<file path="config.mk">
export PLATFORM = sky130hd
export DESIGN_NAME = cursor_step_ctrl_flat
export DESIGN_NICKNAME = d
export VERILOG_FILES = /design/src/rtl/etch_pkg.sv /design/src/rtl/cursor_step_ctrl_if.sv /design/src/rtl/step_pending.sv /design/src/rtl/cursor_step_ctrl.sv /design/src/flat_wrapper.sv
export SDC_FILE = /design/constraint.sdc
export NUM_CORES = 1
export LEC_CHECK = 0
export BUFFER_PORTS_ARGS = -buffer_cell sky130_fd_sc_hd__buf_4
export CORE_ASPECT_RATIO = 1.75
export CORE_MARGIN = 10
export CORE_UTILIZATION = 40
export DETAILED_ROUTE_END_ITERATION = 8
export SYNTH_ARGS = -nofsm -noshare
export SYNTH_HDL_FRONTEND = slang
export SYNTH_SLANG_ARGS = --single-unit
</file>
<file path="constraint.sdc">
create_clock -name clk -period 5.4 [get_ports clk]
set_input_delay 1.35 -clock clk [delete_from_list [all_inputs] [get_ports clk]]
set_output_delay 1.35 -clock clk [all_outputs]
set_load 0.05 [all_outputs]
</file>
<file path="src/rtl/etch_pkg.sv">
// Shared constants and enums for the sketch canvas cursor stepper.
package etch_pkg;

  localparam int H_RES  = 640;
  localparam int V_RES  = 480;
  localparam int XW     = 10;
  localparam int YW     = 9;
  localparam int PEND_W = 3;

  typedef enum logic [1:0] {
    IDLE,
    STEP,
    WRITE
  } state_e;

  typedef enum logic {
    AX_X,
    AX_Y
  } axis_e;

endpackage

</file>
<file path="src/rtl/cursor_step_ctrl_if.sv">
// Pixel-write req/ack bundle between cursor stepper and frame-buffer writer.
interface cursor_step_ctrl_if;
  import etch_pkg::*;

  logic          wr_req;
  logic          wr_ack;
  logic [XW-1:0] wr_x;
  logic [YW-1:0] wr_y;

  modport master (
    output wr_req,
    output wr_x,
    output wr_y,
    input  wr_ack
  );

  modport slave (
    input  wr_req,
    input  wr_x,
    input  wr_y,
    output wr_ack
  );

endinterface

</file>
<file path="src/rtl/step_pending.sv">
// Signed saturating pending-step counter for one axis.
module step_pending
  import etch_pkg::*;
#(
  parameter int W = PEND_W
) (
  input  logic clk,
  input  logic reset,
  input  logic inc,
  input  logic dec,
  input  logic consume,
  output logic nonzero,
  output logic sign
);

  localparam int MAXI = 2 ** (W - 1) - 1;
  localparam int MINI = -(2 ** (W - 1));

  logic signed [W-1:0] cnt_q, cnt_d;
  int s;

  // consume always pulls one unit back toward zero
  always_comb begin
    s = int'(cnt_q) + int'(inc) - int'(dec);
    if (consume) begin
      s = cnt_q[W-1] ? s + 1 : s - 1;
    end
    if (s > MAXI) s = MAXI;
    if (s < MINI) s = MINI;
    cnt_d = W'(s);
  end

  always_ff @(posedge clk or posedge reset) begin
    if (reset) cnt_q <= '0;
    else       cnt_q <= cnt_d;
  end

  assign nonzero = |cnt_q;
  assign sign    = cnt_q[W-1];

endmodule

</file>
<file path="src/rtl/cursor_step_ctrl.sv">
// Round-robin cursor stepper issuing pixel writes over req/ack.
// Define CURSOR_WRAP_EN to wrap at canvas edges instead of clamping.
module cursor_step_ctrl #(
  parameter int H_RES  = etch_pkg::H_RES,
  parameter int V_RES  = etch_pkg::V_RES,
  parameter int XW     = etch_pkg::XW,
  parameter int YW     = etch_pkg::YW,
  parameter int PEND_W = etch_pkg::PEND_W
) (
  input  logic                      clk,
  input  logic                      reset,
  input  logic                      x_inc,
  input  logic                      x_dec,
  input  logic                      y_inc,
  input  logic                      y_dec,
  cursor_step_ctrl_if.master        wr,
  output logic [XW-1:0]             cur_x,
  output logic [YW-1:0]             cur_y,
  output logic                      busy
);
  import etch_pkg::*;

`ifdef CURSOR_WRAP_EN
  localparam bit WRAP = 1'b1;
`else
  localparam bit WRAP = 1'b0;
`endif

  localparam logic [XW-1:0] X_MAX = XW'(H_RES - 1);
  localparam logic [YW-1:0] Y_MAX = YW'(V_RES - 1);

  state_e        state_q, state_d;
  axis_e         axis_q, axis_d;
  axis_e         rr_q, rr_d;
  logic          dir_q, dir_d;
  logic [XW-1:0] cur_x_q, cur_x_d;
  logic [YW-1:0] cur_y_q, cur_y_d;
  logic [XW-1:0] wr_x_q, wr_x_d;
  logic [YW-1:0] wr_y_q, wr_y_d;
  logic          wr_req_q, wr_req_d;

  logic          x_nz, x_neg, y_nz, y_neg;
  logic          cons_x, cons_y;
  logic [XW-1:0] nx;
  logic [YW-1:0] ny;
  logic          at_edge;

  step_pending #(.W(PEND_W)) u_pend_x (
    .clk     (clk),
    .reset   (reset),
    .inc     (x_inc),
    .dec     (x_dec),
    .consume (cons_x),
    .nonzero (x_nz),
    .sign    (x_neg)
  );

  step_pending #(.W(PEND_W)) u_pend_y (
    .clk     (clk),
    .reset   (reset),
    .inc     (y_inc),
    .dec     (y_dec),
    .consume (cons_y),
    .nonzero (y_nz),
    .sign    (y_neg)
  );

  // nx/ny hold the wrapped value at an edge; clamp mode just ignores it
  always_comb begin
    nx      = cur_x_q;
    ny      = cur_y_q;
    at_edge = 1'b0;
    if (axis_q == AX_X) begin
      if (dir_q) begin
        at_edge = (cur_x_q == '0);
        nx      = at_edge ? X_MAX : cur_x_q - 1'b1;
      end else begin
        at_edge = (cur_x_q == X_MAX);
        nx      = at_edge ? '0 : cur_x_q + 1'b1;
      end
    end else begin
      if (dir_q) begin
        at_edge = (cur_y_q == '0);
        ny      = at_edge ? Y_MAX : cur_y_q - 1'b1;
      end else begin
        at_edge = (cur_y_q == Y_MAX);
        ny      = at_edge ? '0 : cur_y_q + 1'b1;
      end
    end
  end

  always_comb begin
    state_d  = state_q;
    axis_d   = axis_q;
    rr_d     = rr_q;
    dir_d    = dir_q;
    cur_x_d  = cur_x_q;
    cur_y_d  = cur_y_q;
    wr_x_d   = wr_x_q;
    wr_y_d   = wr_y_q;
    wr_req_d = wr_req_q;
    cons_x   = 1'b0;
    cons_y   = 1'b0;
    unique case (state_q)
      IDLE: begin
        if (x_nz || y_nz) begin
          unique case (1'b1)
            x_nz && y_nz: axis_d = (rr_q == AX_X) ? AX_Y : AX_X;
            x_nz && !y_nz: axis_d = AX_X;
            !x_nz && y_nz: axis_d = AX_Y;
            default: axis_d = AX_X;
          endcase
          rr_d    = axis_d;
          dir_d   = (axis_d == AX_X) ? x_neg : y_neg;
          cons_x  = (axis_d == AX_X);
          cons_y  = (axis_d == AX_Y);
          state_d = STEP;
        end
      end
      STEP: begin
        state_d = IDLE;
        if (WRAP || !at_edge) begin
          cur_x_d  = nx;
          cur_y_d  = ny;
          wr_x_d   = nx;
          wr_y_d   = ny;
          wr_req_d = 1'b1;
          state_d  = WRITE;
        end
      end
      WRITE: begin
        if (wr.wr_ack) begin
          wr_req_d = 1'b0;
          state_d  = IDLE;
        end
      end
      default: state_d = IDLE;
    endcase
  end

  always_ff @(posedge clk or posedge reset) begin
    if (reset) begin
      state_q  <= IDLE;
      axis_q   <= AX_X;
      rr_q     <= AX_X;
      dir_q    <= 1'b0;
      cur_x_q  <= XW'(H_RES / 2);
      cur_y_q  <= YW'(V_RES / 2);
      wr_x_q   <= XW'(H_RES / 2);
      wr_y_q   <= YW'(V_RES / 2);
      wr_req_q <= 1'b0;
    end else begin
      state_q  <= state_d;
      axis_q   <= axis_d;
      rr_q     <= rr_d;
      dir_q    <= dir_d;
      cur_x_q  <= cur_x_d;
      cur_y_q  <= cur_y_d;
      wr_x_q   <= wr_x_d;
      wr_y_q   <= wr_y_d;
      wr_req_q <= wr_req_d;
    end
  end

  assign wr.wr_req = wr_req_q;
  assign wr.wr_x   = wr_x_q;
  assign wr.wr_y   = wr_y_q;
  assign cur_x     = cur_x_q;
  assign cur_y     = cur_y_q;
  assign busy      = (state_q != IDLE);

endmodule

</file>
<file path="src/flat_wrapper.sv">
// flat-port wrapper written by rule: the top's interface ports become plain ports
module cursor_step_ctrl_flat import etch_pkg::*;
#(
  parameter int H_RES  = etch_pkg::H_RES,
  parameter int V_RES  = etch_pkg::V_RES,
  parameter int XW     = etch_pkg::XW,
  parameter int YW     = etch_pkg::YW,
  parameter int PEND_W = etch_pkg::PEND_W
)
  (clk, reset, x_inc, x_dec, y_inc, y_dec, cur_x, cur_y, busy, wr_wr_req, wr_wr_x, wr_wr_y, wr_wr_ack);
  cursor_step_ctrl_if wr_i ();
  input  logic clk;
  input  logic reset;
  input  logic x_inc;
  input  logic x_dec;
  input  logic y_inc;
  input  logic y_dec;
  output logic [XW-1:0] cur_x;
  output logic [YW-1:0] cur_y;
  output logic busy;
  output wire logic [$bits(wr_i.wr_req)-1:0] wr_wr_req;
  output wire logic [$bits(wr_i.wr_x)-1:0] wr_wr_x;
  output wire logic [$bits(wr_i.wr_y)-1:0] wr_wr_y;
  input wire logic [$bits(wr_i.wr_ack)-1:0] wr_wr_ack;
  assign wr_wr_req = wr_i.wr_req;
  assign wr_wr_x = wr_i.wr_x;
  assign wr_wr_y = wr_i.wr_y;
  assign wr_i.wr_ack = wr_wr_ack;
  cursor_step_ctrl #(.H_RES(H_RES), .V_RES(V_RES), .XW(XW), .YW(YW), .PEND_W(PEND_W)) u_core (.clk(clk), .reset(reset), .x_inc(x_inc), .x_dec(x_dec), .y_inc(y_inc), .y_dec(y_dec), .wr(wr_i), .cur_x(cur_x), .cur_y(cur_y), .busy(busy));
endmodule
</file>
# Word level (Yosys, flattened, before mapping)
# Cells that the tools add are included.
# word_totals
input_bits	7
register_bits	30
romBits	0
memories	0
ramBits	0
latchBits	0
# op_classes
multipliers	0
reduce_logical	16
shift	0
div_mod_pow	0
n_lt_le_gt_ge	4
add_sub_neg	12
n_mux	35
eq_ne	7
bitwise_logic	3
# ops
operator	count
two-way mux 32 bit	6
adder 32 x 2 -> 32 bit (second input constant)	2
> comparator 32 x 3 -> 1 bit (second input constant)	2
< comparator 32 x 3 -> 1 bit (second input constant)	2
subtractor 32 x 2 -> 32 bit	2
subtractor 32 x 2 -> 32 bit (second input constant)	2
two-way mux 10 bit	4
two-way mux 9 bit	4
two-way mux 1 bit	13
adder 10 x 1 -> 10 bit (second input constant)	1
== test 10 bit (second input constant)	1
logical NOT 10 bit	1
subtractor 10 x 1 -> 10 bit (second input constant)	1
adder 9 x 1 -> 9 bit (second input constant)	1
== test 9 bit (second input constant)	1
logical NOT 9 bit	1
AND reduction 3 bit	3
subtractor 9 x 1 -> 9 bit (second input constant)	1
adder 3 x 2 -> 4 bit	2
two-way mux 2 bit	3
two-way mux 3 bit	2
case mux 2 bit (3 select lines)	1
OR reduction 3 bit	2
inequality test 2 bit (second input constant)	2
other kinds (11)	17

# Longest topological paths before layout
# depth
ltp_word	14
ltp_mapped	20
depth_no_buf	17

# By module
# From an unflattened synthesis, not the netlist that was laid out.
# hier_totals
cells_unflattened	774
area_unflattened_um2	5723.0
# by_module_without_submodules
mod	cells_per_inst	area_per_inst_um2	seq_area_each_um2	n_inst
cursor_step_ctrl	226	1938.1	608.1	1
step_pending (u_core.u_pend_x)	278	1896.8	75.1	1
step_pending (u_core.u_pend_y)	270	1888.1	75.1	1

# Least setup slack after synthesis
# No wires, ideal clock.
# synth_timing
path_kind	in2reg
start	in x_inc
end	reg u_core.u_pend_x.cnt_q[0]
setup_ns	0.099
cell_stages	17
path_buffers	2
t_arrival_ns	4.973
required_time_ns	5.301
path_slack_ns	0.328
cell_sequence	ha_1 > ha_1 > nor2b_1 > buf_2 > nand3_1 > ha_1 > ha_1 > clkbuf_1 > a21o_1 > a211o_1 > a211o_1 > a41oi_1 > xor2_1 > or3b_1 > a211oi_2 > a31oi_1 > a311oi_1
# synth_rtl
element	line_no	source
from (decl)	flat_wrapper.sv:14	input logic x_inc;
to (signal assigned)	step_pending.sv:35	else cnt_q <= cnt_d;
to (decl)	step_pending.sv:19	logic signed [W-1:0] cnt_q, cnt_d;

==> impl_metrics.yaml <==
setup_path:
  crit_type: "primary input to register"
  end_kind: "register"
  worstPathCellList: "buf_4 > ha_1 > ha_1 > nor2b_1 > buf_4 > nand3_1 > ha_1 > ha_1 > a21oi_2 > nand3_4 > o311a_1 > or3_1 > a21oi_1 > or3b_1 > a211oi_2 > a31oi_1 > a311oi_1"
  reg2reg_slack_ns: 1.07
  required_ns: 5.58
  path_buf_inv: 2
  slowest_delay_ns: 0.41
  slowest_stage: "or3b_1"
  critPathMaxFanout: 6
  cp_top_family: "compound AO/OA/AOI/OAI gates"
  cp-start-kind: "primary input"
  cp_common_cell: "ha_1"
  crit_arrival_ns: 5.32
synthesis:
  yosysWarnings: 0
  synth_edf_count: 0
  ys_ff_latch: 30
  synth_cell_types: 82
  synth_cells: 700
  syn_nets: 745
  ys.flop_type: "dfrtp_1"
  syn_area_um2: 5010
  avgSynthCellArea_um2: 7.16
  synth-seq-area-share_pct: 15.1
  ys_async_sr_fraction_pct: 100
clock_network:
  clk-insertion-delay-late_ns: 0.28
  cts.sinks: 30
  h-tree-depth: 2
  clock_path_buffers: 2
  ctsHoldBuffers: 0
  numCtsBuffers: 5
  cts.clk_slew.worst_paths_ns: 0.06
  cts_tree: "built"
  root_buffer: "clkbuf_16"
flow_run:
  maxCapViolCount: 0
drt:
  drt_wl_total_um: 16500
  drtIter0Drc: 588
  antenna_left: 0
  drcViolationCount: 0
  vias: 5595
  detail_route.wl_per_cell_um: 18.4
  post_drt_via_cell_ratio: 6.25
  drt-pass1-iter-count: 5
sta:
  period_needed_ns: 5.14
  slew_headroom_pct: 35.1
  fin_ws_ns: 0.258
  slew_viol_final: 0
  fin_tns_setup_ns: 0
  finalHoldViolations: 0
  post-route-period-util_pct: 95.2
  rsz0062_at_grt: "false"
  tightestPinTransition_ns: 0.969
  fin_skew_ns: 0.00896
  fmax_ghz: 0.194
  setup_viol: 0
status:
  outcome: "finished clean"
hold_path:
  hold_path.class: "register to register"
cells_and_area:
  fin_cells: 895
  design_area_um2: 5680
  layout-drive-gt1-share_pct: 17.2
  area_delta_synth_final_pct: 13.3
  antenna_cells: 0
  nNetsFinal: 771
floorplan:
  io_pins: 47
  fp-row-count: 54
  fp.dieH_um: 168
  start_util_pct: 40.5
  core_um2: 12400
  die_x_um: 105
  fp.dieArea_um2: 17600
placed_design:
  portBuffers: 46
  place_hpwl_um: 13100
  dpl_cell_area_um2: 5520
  dp_cells: 887
  gp_congestion: 0.959
  dpl_worst_slack_ns: -0.0165
global_routing:
  grtUsageTotal_pct: 18.1
  antenna_found_initial: 0
  grt_pass1_vias: 5561
  grt.overflow.total: 0
  grt_max_degree: 31
  grt_pass1_wl_um: 27100
through the flow:
| stage | hold slack, ns | util [%] |
|---|---|---|
| after detailed placement | 0.516 | 44.6 |
| after global routing | 0.549 | 45.9 |
| after floorplan | 0.546 | - |
| final | 0.520 | 45.9 |
| after CTS | 0.529 | 45.8 |
| after global placement | 0.494 | 44.6 |
cell type report:
type | instances | area, um^2
multi-input cells | 575 | 3810
inverters | 28 | 105
clock inverters | 1 | 5.00
flip-flops and latches | 30 | 758
well taps | 168 | 210
clock buffers | 7 | 143
fillers | 1261 | 6690
repair buffers | 86 | 646
logic make-up (layout without fill, tap and decap cells):
| kind of cell | count (synthesis) | after routing | share of synthesized area, % |
|---|---|---|---|
| AO/OA/AOI/OAI | 248 | 248 | 34.1 |
| adder cells (fa/ha/maj) | 38 | 38 | 9.79 |
| AND/OR/NAND/NOR | 256 | 256 | 26.0 |
| flip-flops | 30 | 30 | 15.1 |
| XOR/XNOR | 28 | 28 | 4.90 |
| buffers and inverters | 95 | 122 | 9.07 |
| multiplexers | 5 | 5 | 0.999 |
synth_stat cells (9+ instances only):
master    count  area, um^2
nor4_1       10        62.6
o211ai_1     11        82.6
nand2_1      58         218
xor2_1       14         123
and3_1       15        93.8
dfrtp_1      24         601
nand4_1       9        56.3
nand2b_1      9        56.3
xnor2_1      14         123
buf_2        12        60.1
a21oi_1      57         285
a31oi_1      15        93.8
clkbuf_1     32         120
a21o_1       10        75.1
inv_1        28         105
o21ai_0      53         265
ha_1         36         450
nand3_1      32         160
buf_4        20         150
a211oi_1      9        67.6
nor2_1       63         236
nor3_1       17        85.1
per-layer routing:
layer | track usage, % | wire length [um]
met2 | 33.5 | 8590
met5 | 0 | 0
met3 | 2.41 | 857
met4 | 11.6 | 962
met1 | 18.7 | 6070
worst register-to-register path: stages, from the launching register on:
cell	delay [ns]
dfrtp_1	0.38
ha_1	0.22
ha_1	0.32
nor2b_1	0.15
buf_4	0.17
nand3_1	0.08
ha_1	0.33
ha_1	0.34
a21oi_2	0.25
nand3_4	0.09
o311a_1	0.37
or3_1	0.37
a21oi_1	0.17
or3b_1	0.41
a211oi_2	0.23
a31oi_1	0.13
a311oi_1	0.22
worst paths after layout:
kind / start / end / depth (start not counted)
max in group asynchronous: reset / u_core.cur_x[6] / 3
worst min-delay path: u_core.wr.wr_req / u_core.wr.wr_req / 2
worst max-delay path: x_inc / u_core.u_pend_x.cnt_q[0] / 17
worst min register to register: u_core.wr.wr_req / u_core.wr.wr_req / 2
min in group asynchronous: reset / u_core.cur_y[2] / 3
worst max register to register: u_core.u_pend_x.cnt_q[0] / u_core.u_pend_x.cnt_q[0] / 16
sequential cells by signal (all words and copies together), names as in the netlist:
| name | cells |
|---|---|
| u_core.u_pend_x.cnt_q | 3 |
| u_core.cur_x | 10 |
| u_core.axis_q | 1 |
| u_core.wr.wr_req | 1 |
| u_core.state_q | 2 |
| u_core.dir_q | 1 |
| u_core.u_pend_y.cnt_q | 3 |
| u_core.cur_y | 9 |
layout by cell type (no fill, tap or decap), types with 5 or more instances in the layout:
master / count
xnor2_1: 14
a21oi_1: 57
nor2_1: 63
xor2_1: 14
and3_1: 15
nand2b_1: 9
dfstp_2: 6
nand4_1: 9
a211oi_1: 9
nor2b_1: 5
o22ai_1: 6
nor4_1: 9
o31ai_1: 7
o21ai_0: 53
nand2_1: 58
and2_1: 6
nor3_1: 17
o31a_1: 5
a311oi_1: 5
inv_1: 28
nand3_1: 31
or3_1: 8
o211ai_1: 11
a21o_1: 10
a221oi_1: 5
a41oi_1: 5
clkbuf_16: 5
ha_1: 35
mux2i_1: 5
or4_1: 5
buf_4: 86
a31oi_1: 15
dfrtp_1: 24
what timing repair did:
item / 4_1_cts / 5_1_grt
setup buffers: 0 / 0
resized for setup: 0 / 3
setup endpoints to repair: 0 / 1
Power is left out: the tool's default activity adds up to more than one toggle a clock period on the data nets, which glitch-free logic cannot reach.
